**src/rtl/mux_deser_pkg.sv**
```systemverilog
// Shared types and defaults for the mux bit deserializer.
// Holds the capture FSM state enum, default sizes and the FIFO pointer-width helper.
package mux_deser_pkg;

  localparam int DEF_WORD_W     = 8;
  localparam int DEF_DIV_W      = 8;
  localparam int DEF_FIFO_DEPTH = 4;

  typedef enum logic [1:0] {
    S_IDLE   = 2'd0,
    S_SHIFT  = 2'd1,
    S_PARITY = 2'd2,
    S_PUSH   = 2'd3
  } state_t;

  // One extra pointer bit separates full from empty when the address bits match.
  function automatic int ptr_w(input int depth);
    return $clog2(depth) + 1;
  endfunction

endpackage

```
**src/rtl/mux_deser_fifo.sv**
```systemverilog
// Synchronous FIFO with the head word read directly from flop storage.
// Latency: a push shows at rd_dat on the next cycle. Backpressure: a push while full is refused unless a pop frees the slot that cycle.
module mux_deser_fifo
  import mux_deser_pkg::*;
#(
  parameter int W     = 8,
  parameter int DEPTH = 4
) (
  input  logic         clk,
  input  logic         rst,
  input  logic         push,
  input  logic [W-1:0] push_dat,
  input  logic         pop,
  output logic [W-1:0] rd_dat,
  output logic         full,
  output logic         empty
);

  localparam int PW = ptr_w(DEPTH);
  localparam int AW = PW - 1;

  logic [W-1:0]  mem [DEPTH];
  logic [PW-1:0] wr_ptr, rd_ptr;
  logic          wr_ok, rd_ok;

  assign empty = (wr_ptr == rd_ptr);
  assign full  = (wr_ptr[AW-1:0] == rd_ptr[AW-1:0]) && (wr_ptr[AW] != rd_ptr[AW]);
  assign wr_ok = push && (!full || pop);
  assign rd_ok = pop && !empty;
  assign rd_dat = mem[rd_ptr[AW-1:0]];

  always_ff @(posedge clk) begin
    if (rst) begin
      wr_ptr <= '0;
      rd_ptr <= '0;
      for (int i = 0; i < DEPTH; i++) mem[i] <= '0;
    end else begin
      if (wr_ok) begin
        mem[wr_ptr[AW-1:0]] <= push_dat;
        wr_ptr <= wr_ptr + PW'(1);
      end
      if (rd_ok) rd_ptr <= rd_ptr + PW'(1);
    end
  end

endmodule

```
**src/rtl/mux_bit_deserializer.sv**
```systemverilog
// Samples the mux bit at a programmable rate into LSB-first words buffered in a FIFO; PARITY_EN adds an even-parity sample.
// Latency: word_valid two cycles after the last sample into an empty FIFO. Backpressure: full FIFO drops the word and sets sticky overflow.
module mux_bit_deserializer
  import mux_deser_pkg::*;
#(
  parameter int WORD_W     = DEF_WORD_W,
  parameter int DIV_W      = DEF_DIV_W,
  parameter int FIFO_DEPTH = DEF_FIFO_DEPTH
) (
  input  logic              clk,
  input  logic              rst,
  input  logic              bit_in,
  input  logic              bit_en,
  input  logic              start,
  input  logic [DIV_W-1:0]  div,
  output logic [WORD_W-1:0] word_data,
  output logic              word_valid,
  input  logic              word_ready,
  output logic              parity_err,
  output logic              overflow,
  output logic              busy
);

`ifdef PARITY_EN
  localparam int FW = WORD_W + 1;
`else
  localparam int FW = WORD_W;
`endif
  localparam int BCW = $clog2(WORD_W + 1);

  state_t            state_q, state_d;
  logic [DIV_W-1:0]  div_q, cnt_q;
  logic [WORD_W-1:0] sr_q;
  logic [BCW-1:0]    bitcnt_q;
  logic              overflow_q;
  logic              sampling, tick, sample, last_bit, push, pop, full, fifo_empty;
  logic [FW-1:0]     push_dat, head_dat;
`ifdef PARITY_EN
  logic              pbit_q;
`endif

  assign sampling = (state_q == S_SHIFT) || (state_q == S_PARITY);
  assign tick     = sampling && (cnt_q == div_q);
  assign sample   = tick && bit_en;
  assign last_bit = (bitcnt_q == BCW'(WORD_W - 1));

  always_comb begin
    state_d = state_q;
    push    = 1'b0;
    unique case (state_q)
      S_IDLE:  if (start) state_d = S_SHIFT;
      S_SHIFT: begin
        if (sample && last_bit) begin
`ifdef PARITY_EN
          state_d = S_PARITY;
`else
          state_d = S_PUSH;
`endif
        end
      end
`ifdef PARITY_EN
      S_PARITY: if (sample) state_d = S_PUSH;
`endif
      S_PUSH: begin
        push    = 1'b1;
        state_d = S_IDLE;
      end
      default: state_d = S_IDLE;
    endcase
  end

  always_ff @(posedge clk) begin
    if (rst) begin
      state_q    <= S_IDLE;
      div_q      <= '0;
      cnt_q      <= '0;
      sr_q       <= '0;
      bitcnt_q   <= '0;
      overflow_q <= 1'b0;
`ifdef PARITY_EN
      pbit_q     <= 1'b0;
`endif
    end else begin
      state_q <= state_d;
      if (state_q == S_IDLE && start) begin
        div_q    <= div;
        sr_q     <= '0;
        bitcnt_q <= '0;
      end
      // Counter idles at zero so the first tick lands div+1 cycles after start.
      if (sampling) cnt_q <= tick ? '0 : cnt_q + DIV_W'(1);
      else          cnt_q <= '0;
      if (state_q == S_SHIFT && sample) begin
        sr_q     <= {bit_in, sr_q[WORD_W-1:1]};
        bitcnt_q <= bitcnt_q + BCW'(1);
      end
`ifdef PARITY_EN
      if (state_q == S_PARITY && sample) pbit_q <= bit_in;
`endif
      if (push && full && !pop) overflow_q <= 1'b1;
    end
  end

`ifdef PARITY_EN
  assign push_dat   = {pbit_q, sr_q};
  assign parity_err = word_valid && ((^head_dat[WORD_W-1:0]) ^ head_dat[WORD_W]);
`else
  assign push_dat   = sr_q;
  assign parity_err = 1'b0;
`endif

  assign pop        = word_ready && word_valid;
  assign word_valid = !fifo_empty;
  assign word_data  = head_dat[WORD_W-1:0];
  assign overflow   = overflow_q;
  assign busy       = (state_q != S_IDLE);

  mux_deser_fifo #(
    .W     (FW),
    .DEPTH (FIFO_DEPTH)
  ) u_fifo (
    .clk      (clk),
    .rst      (rst),
    .push     (push),
    .push_dat (push_dat),
    .pop      (pop),
    .rd_dat   (head_dat),
    .full     (full),
    .empty    (fifo_empty)
  );

endmodule
```
**config.mk**
```make
export PLATFORM = sky130hd
export DESIGN_NAME = mux_bit_deserializer
export DESIGN_NICKNAME = d
export VERILOG_FILES = /design/src/rtl/mux_deser_pkg.sv /design/src/rtl/mux_deser_fifo.sv /design/src/rtl/mux_bit_deserializer.sv
export SDC_FILE = /design/constraint.sdc
export NUM_CORES = 1
export LEC_CHECK = 0
export ABC_CLOCK_PERIOD_IN_PS = 3400
export CAP_MARGIN = 30
export CORE_UTILIZATION = 60
export DETAILED_ROUTE_END_ITERATION = 6
export DONT_BUFFER_PORTS = 1
export MAX_ROUTING_LAYER = met4
export PLACE_DENSITY = 0.79
export SLEW_MARGIN = 15
export SYNTH_ARGS = -nofsm -noshare
export SYNTH_HDL_FRONTEND = slang
export SYNTH_SLANG_ARGS = --single-unit
```
**constraint.sdc**
```tcl
create_clock -name clk -period 3.4 [get_ports clk]
set_input_delay 0.34 -clock clk [delete_from_list [all_inputs] [get_ports clk]]
set_output_delay 0.34 -clock clk [all_outputs]
set_load 0.03 [all_outputs]
```
[Yosys cells after proc, flatten, opt, wreduce, memory -nomap -nowiden]
Memory sizes are Yosys's and may differ from the RTL's. A register that Yosys moved wholly into a read port is not among the register bits.
Cells that the tools add are included.
Word-level totals
  bits in writable memories: 32
  register bits after elaboration: 37
  output and inout bits: 12
  memories: 1
  bits of input ports: 14
  word-level logic and storage cells: 64
Cells by class
  eq/ne operators: 10
  reductions and logical operators: 22
  $add $sub $neg: 4
  mux-type cells: 18
  bitwise operators: 1
Memory list
  u_fifo.mem: words 4, width 8, rd ports 1, clocked after memory_dff 1, wr ports 4, RTL line mux_deser_fifo.sv:22  | logic [W-1:0] mem [DEPTH];
Operators with widths (number)
  2-to-1 mux 8 bit: 3
  logical AND 1 bit: 11
  2-to-1 mux 2 bit: 5
  adder 8 x 1 -> 8 bit, second input constant: 1
  == test 8 bit: 1
  2-to-1 mux 4 bit: 2
  OR reduction 8 bit: 1
  2-to-1 mux 1 bit: 7
  adder 3 x 1 -> 3 bit, second input constant: 2
  adder 4 x 1 -> 4 bit, second input constant: 1
  == test 2 bit, second input constant: 2
  == test 4 x 3 -> 1 bit, second input constant: 1
  one-hot mux 2 bit (2 select lines): 1
  nonzero test 2 bit: 2
  == test 3 bit: 1
  logical NOT 1 bit: 3
  OR reduction 3 bit: 1
  == test 2 x 1 -> 1 bit, second input constant: 1
  == test 2 bit: 1
  logical NOT 2 bit: 1
  logical OR 1 bit: 2
  != test 2 x 1 -> 1 bit, second input constant: 1
  != test 2 bit, second input constant: 1
  AND reduction 2 bit: 1
  other kinds (2): 2

[Depth between registers and ports, before layout]
Gate-level depths: netlist of the first run.
  depth after elaboration: 10
  depth in mapped cells: 7
  depth with buffers taken out: 7

[Cells and area by module]
A second synthesis of the first run with hierarchy kept.
Second synthesis, totals
  cells, all modules: 312
  area total of the unflattened synthesis: 3425.8 µm²
Modules (own cells, without submodules)
  mux_deser_fifo: area each 1921.8 µm², times used 1, sequential area each 1121.1 µm², cells each 144
  mux_bit_deserializer: area each 1503.9 µm², times used 1, sequential area each 620.6 µm², cells each 168

[Worst setup path before layout of the first run]
Ideal clock, no wire load.
  kind: register to register
  from: register u_fifo.wr_ptr[0]
  to: memory u_fifo.mem[1][0], enable pin
  buffers on the path: 2
  path slack: 1411 ps
  period minus slack after synthesis: 1989 ps
  stages on the path, launching flop included: 8
  arrival time: 1706 ps
  required time: 3117 ps
  setup time: 283 ps
  cell sequence: dfxtp_1 -> xnor2_1 -> nand4b_2 -> nor3b_4 -> buf_6 -> and3b_1 -> buf_4 -> or2_1
RTL lines
  start: declaration: RTL line mux_deser_fifo.sv:23  | logic [PW-1:0] wr_ptr, rd_ptr;
  start signal: assignment: RTL line mux_deser_fifo.sv:40  | wr_ptr <= wr_ptr + PW'(1);
  end: declaration: RTL line mux_deser_fifo.sv:22

==> results_dict.tcl, run 1 <==
set metrics [dict create \
    status "completed" \
    yosysSeqAreaShare_pct 54.67 \
    setup_viol 0 \
    synth_edf_count 32 \
    worstSetupPathType "register to register" \
    grt_usage_pct 23.07 \
    dr.pass1.iters 4 \
    cts_buffer_depth 2 \
    synth_cells 287 \
    cts_sinks 71 \
    routedWlPerCell_microns 15.37 \
    grt_overflow 0 \
    synth.avg_cell_area_sq_um 11.10 \
    root_buffer "clkbuf_8" \
    wl_microns 5504 \
    grt_busiest_layer "met2" \
    drive_gt1_share_pct 13.19 \
    grtUsageMet1_pct 26.29 \
    grt_pass1_wl_microns 9025 \
    coreArea_sq_um 5107 \
    worst_pin_slew_ps 643.3 \
    netSwitchingFraction_pct 21.33 \
    drt_iter0_markers 74 \
    die_w_microns 74.87 \
    period_share_pct 65.66 \
    arrival_ps 2230 \
    slew_headroom_pct 57.01 \
    peakVddDrop_mv 0.2823 \
    cts_resized 0 \
    power.share.clock_pct 36.7 \
    syn_area_sq_um 3186 \
    pwr-share-comb_pct 4.7 \
    fp-row-count 26 \
    syn_nets 308 \
    drtAntennaViolNets 0 \
    slew_violations 0 \
    seq_power_share_pct 58.6 \
    p_per_area_nw_per_um2 468.0 \
    switchingPower_mw 0.3374 \
    synthArstFlopShare_pct 0 \
    clk-insertion-delay-late_ps 330 \
    vias 1930 \
    syn2layout_area_growth_pct 6.088 \
    gp_congestion 0.7979 \
    antenna_found_initial 0 \
    antenna_cells 0 \
    htreeDepth 3 \
    cts_tree "done" \
    synth-warning-count 0 \
    io_pins 26 \
    hold_viol_final 0 \
    p_leak_nw 1.181 \
    cap_violations 0 \
    fin_nets 304 \
    final.min_clock_period_ps 2232 \
    grt_max_degree 37 \
    die_area_sq_um 5605 \
    synthFlopType "dfxtp_1" \
    initial_utilization_pct 62.37 \
    crit_required_ps 3400 \
    fin_tns_setup_ps 0 \
    cts_setup_buffers 0 \
    dp_hpwl_microns 4008 \
    holdBufCountCts 0 \
    groute.layer.met2.usage_pct 39.04 \
    viasPerCell 5.391 \
    startpoint_type "register" \
    drc 0 \
    hold_class "primary input to register" \
    clk_pin_slew_ps 70 \
    grt_pass1_vias 1906 \
    p_int_mw 1.244 \
    cp_max_fo 11 \
    p_total_mw 1.582 \
    end_kind "register" \
    clock.fmax_ghz 0.4480 \
    rsz0062_at_grt "false" \
    synth_cell_types 37 \
    skew_ps 6.994 \
    met3_usage_pct 6.693 \
    die_h_microns 74.87 \
    ys_seq_elements 71 \
    numCtsBuffers 9 \
    portBuffers 0 \
]
## power by group through the flow
stage | clock, mW | combinational (mW) | sequential [mW]
global route | 0.632 | 0.0823 | 0.930
finish | 0.580 | 0.0738 | 0.928
global placement | 0 | 0.0725 | 0.945
floorplan | 0 | 0.0704 | 0.941
detailed placement | 0 | 0.0742 | 0.947
CTS | 0.597 | 0.0745 | 0.928
## worst max-delay path, stage by stage, from the launching register on
cell	delay (ps)
dfxtp_1	510
xnor2_1	150
nand4b_2	170
nor3b_4	370
nor3b_4	360
or2_1	350
## sequential cells by signal, summed over array words and instances (netlist names), named ones only
signal	count
cnt_q	8
u_fifo.mem	32
u_fifo.wr_ptr	3
bitcnt_q	4
push_dat	8
state_q	2
overflow	1
u_fifo.rd_ptr	3
div_q	8
## layer usage
layer / vias to the layer above / part of all wire, %
li1: 975 / -
met1: 908 / 44
met2: 38 / 51
met3: 9 / 3.9
met4: 0 / 1.5
met5: - / 0
## placed cells by master, fill, tap and decap left out, types with 2 or more instances in the layout
cell | netlist | layout
and3_1 | 2 | 2
dfxtp_1 | 39 | 39
nand3b_1 | 15 | 15
nor2_1 | 20 | 20
ha_1 | 7 | 7
xnor2_1 | 12 | 12
mux4_2 | 8 | 8
inv_1 | 6 | 6
or2_2 | 2 | 2
clkbuf_1 | 5 | 4
clkbuf_8 | 0 | 11
nand3_1 | 10 | 10
edfxtp_1 | 32 | 32
and2_1 | 25 | 25
xor2_1 | 9 | 9
a21oi_1 | 21 | 21
or2_1 | 2 | 2
a31oi_1 | 2 | 2
and2_2 | 8 | 8
nor3b_4 | 2 | 2
nand2_1 | 35 | 35
## worst paths after layout
path                                  startpoint  cells after the start  slack (ps)               end
worst max-delay path            u_fifo.wr_ptr[0]                      5        1170  u_fifo.mem[0][7]
worst min-delay path                         rst                      1          80  u_fifo.rd_ptr[2]
worst max register to register  u_fifo.wr_ptr[0]                      5        1170  u_fifo.mem[0][7]
worst min register to register          div_q[3]                      2         470          div_q[3]
## layout make-up
| class | count | area, sq um |
|---|---|---|
| fill | 387 | 1728 |
| tap | 70 | 87.58 |
| multi-input combinational | 194 | 1349 |
| inverter | 6 | 22.52 |
| timing repair buffer | 1 | 7.507 |
| clock inverter | 1 | 5.005 |
| clock buffer | 15 | 166.4 |
| sequential | 71 | 1742 |
## per-stage QoR
stage / utilization, % / worst slack (ps) / area [sq um] / cells / hold slack [ps]
after floorplan: - / 1411 / 3186 / 287 / 448.8
after global placement: 62.81 / 1293 / 3208 / 342 / 413.2
after detailed placement: 62.81 / 1163 / 3208 / 342 / 415.9
after CTS: 66.17 / 1156 / 3379 / 358 / 60.51
after global routing: 66.17 / 1032 / 3379 / 358 / 46.11
final: 66.17 / 1168 / 3379 / 358 / 78.78
## kinds of logic after synthesis
| logic type | count (synthesis) | synth area share [%] |
|---|---|---|
| AOI/OAI and AO/OA | 26 | 4.556 |
| xor gates and xnor gates | 21 | 5.774 |
| adders and majority gates | 7 | 2.749 |
| buffers and inverters | 22 | 3.181 |
| DFF | 71 | 54.67 |
| muxes | 8 | 5.656 |
| other | 1 | 0.1177 |
| and+or+nand+nor | 131 | 23.29 |
## Yosys cell counts (all sizes together) (2+ instances only)
cell type / count / area share, %
buf: 11 / 1.9
nor3b: 2 / 1.2
a31oi: 2 / 0.39
nand2: 35 / 4.1
a21oi: 21 / 3.3
ha: 7 / 2.7
dfxtp: 39 / 25
edfxtp: 32 / 30
nand3b: 15 / 3.5
inv: 6 / 0.71
mux4: 8 / 5.7
or2: 4 / 0.79
nand3: 10 / 1.6
nor2: 20 / 2.4
nor4: 2 / 0.39
xnor2: 12 / 3.3
nand4b: 2 / 0.75
xor2: 9 / 2.5
clkbuf: 5 / 0.59
and3: 2 / 0.39
and3b: 2 / 0.59
and2: 33 / 6.8
No activity file was read; power rests on OpenSTA's default activity.
==> inputs of run 2 (changes only) <==
--- a/config.mk
+++ b/config.mk
@@ -5,7 +5,7 @@
 export SDC_FILE = /design/constraint.sdc
 export NUM_CORES = 1
 export LEC_CHECK = 0
-export ABC_CLOCK_PERIOD_IN_PS = 3400
+export ABC_CLOCK_PERIOD_IN_PS = 2200
 export CAP_MARGIN = 30
 export CORE_UTILIZATION = 60
 export DETAILED_ROUTE_END_ITERATION = 6
==> constraint.sdc (replaced) <==
create_clock -name clk -period 2.2 [get_ports clk]
set_input_delay 0.22 -clock clk [delete_from_list [all_inputs] [get_ports clk]]
set_output_delay 0.22 -clock clk [all_outputs]
set_load 0.03 [all_outputs]
==> results_dict.tcl, run 2 (synthesis results as in run 1) <==
set metrics [dict create \
    peakVddDrop_mv 0.5391 \
    cts_setup_buffers 0 \
    cp.buffers_inverters 0 \
    cts_buffer_depth 2 \
    crit_required_ps 2210 \
    wl_microns 5379 \
    grt_usage_pct 22.57 \
    die_h_microns 74.87 \
    period_share_pct 91.55 \
    setup_viol 0 \
    pre_cts_ws_ps 193.5 \
    slew_headroom_pct 56.45 \
    fin_nets 316 \
    portBuffers 0 \
    htreeDepth 3 \
    grt_max_degree 31 \
    fin_area_sq_um 3495 \
    skew_ps 7.158 \
    final-seq-area_sq_um 1742 \
    syn2layout_area_growth_pct 9.701 \
    critical-path-max-stage-delay_ps 490 \
    startpoint_type "register" \
    rsz0062_at_grt "false" \
    antenna_cells 0 \
    worst_slack_ps 185.9 \
    whs_ps 16.12 \
    dp_hpwl_microns 3717 \
    drt_iter0_markers 81 \
    arrival_ps 2020 \
    grt_overflow 0 \
    grt_pass1_wl_microns 8756 \
    drive_gt1_share_pct 16.00 \
    viasPerCell 5.284 \
    clk-insertion-delay-late_ps 340 \
    cpLargestDelayFamily "simple AND/OR/NAND/NOR gates" \
    final_common_cell "dfxtp_1" \
    placed_cell_area_sq_um 3246 \
    fill_cells 386 \
    routedWlPerCell_microns 14.54 \
    multi_input_area_sq_um 1351 \
    dr.pass1.iters 4 \
    worstSetupPathType "register to register" \
    p_leak_nw 1.247 \
    cts_sinks 71 \
    initial_utilization_pct 62.37 \
    hold_viol_final 0 \
    crit_chain "xnor2_1 -> nand4b_2 -> nor3b_4 -> and3b_1 -> or2_1" \
    die_area_sq_um 5605 \
    clock.fmax_ghz 0.4965 \
    slew_violations 0 \
    p_per_area_nw_per_um2 711.8 \
    status "completed" \
    die_w_microns 74.87 \
    drtAntennaViolNets 0 \
    regMostFlops "u_fifo.mem" \
    fp-row-count 26 \
    hold_class "primary input to register" \
    gp_congestion 0.7845 \
    final.min_clock_period_ps 2014 \
    vias 1955 \
    end_kind "register" \
    cp_slowest_cell "dfxtp_1" \
    worst_pin_slew_ps 651.7 \
    fin_tns_setup_ps 0 \
    coreArea_sq_um 5107 \
    cap_violations 0 \
    clk_pin_slew_ps 70 \
    root_buffer "clkbuf_8" \
    io_pins 26 \
    antenna_found_initial 0 \
    layout_common_cells "dfxtp_1, nand2_1, edfxtp_1" \
    drc 0 \
    numCtsBuffers 9 \
    cp_max_fo 11 \
    cts_tree "done" \
    largest_register_ffs 32 \
    grt_pass1_vias 1903 \
]
## run 2: cell types whose count changed in the layout (fill, tap and decap cells not counted), sizes merged
cell	delta
clkbuf	-3
clkinv	+3
dlygate4sd3	+6
buf	+6
## run 2: repair_timing
| action | in CTS | in global routing |
|---|---|---|
| endpoints found under the hold margin | 31 | 0 |
| setup endpoints to repair | 0 | 8 |
| resized for setup | 0 | 1 |
| hold buffers | 6 | 0 |
## run 2: worst paths after layout
kind	start	end	slack, ps	depth (start not counted)
max	u_fifo.wr_ptr[1]	u_fifo.mem[1][0]	190	5
max reg2reg	u_fifo.wr_ptr[1]	u_fifo.mem[1][0]	190	5
min	div[2]	div_q[2]	20	2
min reg2reg	div_q[7]	div_q[7]	470	2
## run 2: per-layer routing
metal	wire length, microns	GRT usage (%)
met5	0	-
met4	119	10.69
met3	188	5.355
met2	2677	36.84
met1	2394	26.29
## run 2: worst register-to-register path, delay by kind of cell, from the launching register on
kind	cells	cell delay [ps]
flip-flops	1	490
AND/OR/NAND/NOR	4	1040
XOR/XNOR	1	150
## run 2: cell type report
| type | count | share of cell area, % |
|---|---|---|
| Inverter | 6 | 0.6445 |
| Sequential cell | 71 | 49.84 |
| Clock buffer | 12 | 4.440 |
| Clock inverter | 4 | 0.5729 |
| Multi-Input combinational cell | 194 | 38.67 |
| Tap cell | 70 | 2.506 |
| Timing Repair Buffer | 13 | 3.330 |
## run 2: power by group
group / internal, mW / switching (mW) / leakage, nW / total [mW]
Sequential: 1.41 / 0.0189 / 0.635 / 1.43
Clock: 0.463 / 0.458 / 0.0959 / 0.921
Combinational: 0.0482 / 0.0870 / 0.516 / 0.135
Total: 1.92 / 0.564 / 1.25 / 2.49
## run 2: per-stage QoR
stage,total power [mW],utilization (%),instances
finish,2.488,68.42,370
global placement,1.572,63.55,347
CTS,2.507,68.15,369
floorplan,1.562,-,287
global route,2.568,68.42,370
detailed placement,1.576,63.55,347
==> inputs of run 3 (changes only) <==
--- a/config.mk
+++ b/config.mk
@@ -10,8 +10,9 @@
 export CORE_UTILIZATION = 60
 export DETAILED_ROUTE_END_ITERATION = 6
 export DONT_BUFFER_PORTS = 1
+export HOLD_SLACK_MARGIN = 0.1
 export MAX_ROUTING_LAYER = met4
-export PLACE_DENSITY = 0.79
+export PLACE_DENSITY_LB_ADDON = 0.12
 export SLEW_MARGIN = 15
 export SYNTH_ARGS = -nofsm -noshare
 export SYNTH_HDL_FRONTEND = slang
==> results_dict.tcl, run 3 (synthesis results as in run 1) <==
set metrics [dict create \
    status "completed" \
    hold_class "primary input to register" \
    fin_area_sq_um 3565 \
    multi_input_area_sq_um 1351 \
    coreArea_sq_um 5107 \
    routedWlPerCell_microns 14.75 \
    cts_tree "done" \
    grt_pass1_vias 1891 \
    fin_tns_setup_ps 0 \
    p_leak_nw 1.269 \
    slew_headroom_pct 59.17 \
    worst_pin_slew_ps 606.8 \
    cp.buffers_inverters 0 \
    die_h_microns 74.87 \
    drt_iter0_markers 92 \
    grt_max_degree 31 \
    crit_required_ps 2270 \
    whs_ps 133.4 \
    arrival_ps 1990 \
    placed_cells 347 \
    dr.pass1.iters 4 \
    dp_hpwl_microns 3630 \
    cp_max_fo 9 \
    setup_viol 0 \
    startpoint_type "register" \
    final.min_clock_period_ps 1918 \
    clock.fmax_ghz 0.5214 \
    peakVddDrop_mv 0.6954 \
    layout_common_cells "dfxtp_1, nand2_1, edfxtp_1" \
    final_common_cell "dfxtp_1" \
    clk_pin_slew_ps 70 \
    wl_microns 5547 \
    die_area_sq_um 5605 \
    cts_sinks 71 \
    slew_violations 0 \
    numCtsBuffers 9 \
    fill_cells 393 \
    cp_slowest_cell "or2_2" \
    initial_utilization_pct 62.37 \
    clk-insertion-delay-late_ps 330 \
    worst_slack_ps 282.0 \
    largest_register_ffs 32 \
    vias 2019 \
    period_share_pct 87.18 \
    worstSetupPathType "register to register" \
    skew_ps 5.414 \
    drtAntennaViolNets 0 \
    io_pins 26 \
    fin_nets 322 \
    fin_util_pct 69.79 \
    portBuffers 0 \
    grt_usage_pct 22.46 \
    drive_gt1_share_pct 14.71 \
    htreeDepth 3 \
    viasPerCell 5.370 \
    gp_congestion 0.7585 \
    critical-path-max-stage-delay_ps 370 \
    fp-row-count 26 \
    p_per_area_nw_per_um2 714.0 \
    cts_buffer_depth 2 \
    antenna_found_initial 0 \
    cpLargestDelayFamily "simple AND/OR/NAND/NOR gates" \
    cts_setup_buffers 0 \
    final-seq-area_sq_um 1742 \
    cap_violations 0 \
    rsz0062_at_grt "false" \
    root_buffer "clkbuf_8" \
    crit_chain "xnor2_1 -> nand4b_2 -> nor3b_4 -> and3b_2 -> or2_2" \
    placed_cell_area_sq_um 3246 \
    p_total_mw 2.545 \
    die_w_microns 74.87 \
    pre_cts_ws_ps 290.8 \
    grt_pass1_wl_microns 8901 \
    instances_no_fill 376 \
    hold_viol_final 0 \
    end_kind "register" \
    drc 0 \
    syn2layout_area_growth_pct 11.90 \
    grt_overflow 0 \
    regMostFlops "u_fifo.mem" \
    antenna_cells 0 \
]
run 3: timing repair:
| item | 4_1_cts | 5_1_grt |
|---|---|---|
| gates resized for setup | 0 | 1 |
| setup endpoints to repair | 0 | 1 |
| hold endpoints to repair | 31 | 0 |
| hold buffers | 12 | 0 |
run 3: worst paths after layout:
check                                       from               end  slack (ps)  cells past startpoint
worst max register to register  u_fifo.rd_ptr[0]  u_fifo.mem[2][3]         280                      5
worst min-delay path                  word_ready  u_fifo.rd_ptr[2]         130                      3
worst min register to register          div_q[5]          div_q[5]         470                      2
worst max-delay path            u_fifo.rd_ptr[0]  u_fifo.mem[2][3]         280                      5
run 3: area by class of cell:
cell class | instances | share of cell area (%)
Sequential cell | 71 | 48.86
Clock buffer | 12 | 3.791
Multi-Input combinational cell | 194 | 37.91
Clock inverter | 4 | 1.299
Timing Repair Buffer | 19 | 5.054
Tap cell | 70 | 2.457
Inverter | 6 | 0.6318
run 3: where the power goes:
group | switching [mW] | internal, mW | total, mW | leakage, nW
registers | 0.0184 | 1.41 | 1.43 | 0.635
logic | 0.0903 | 0.0554 | 0.146 | 0.546
clock network | 0.449 | 0.520 | 0.969 | 0.0880
run 3: worst register-to-register path, stage by stage (launching register included):
cell      delay (ps)
dfxtp_1          340
xnor2_1          260
nand4b_2         210
nor3b_4          220
and3b_2          250
or2_2            370
run 3: routing by layer:
metal / up-vias / part of all wire [%] / GRT usage (%)
li1: 1013 / - / -
met2: 44 / 51 / 37.94
met1: 953 / 43 / 26.33
met4: 0 / 1.8 / 9.434
met3: 9 / 3.9 / 4.150
met5: - / 0 / -
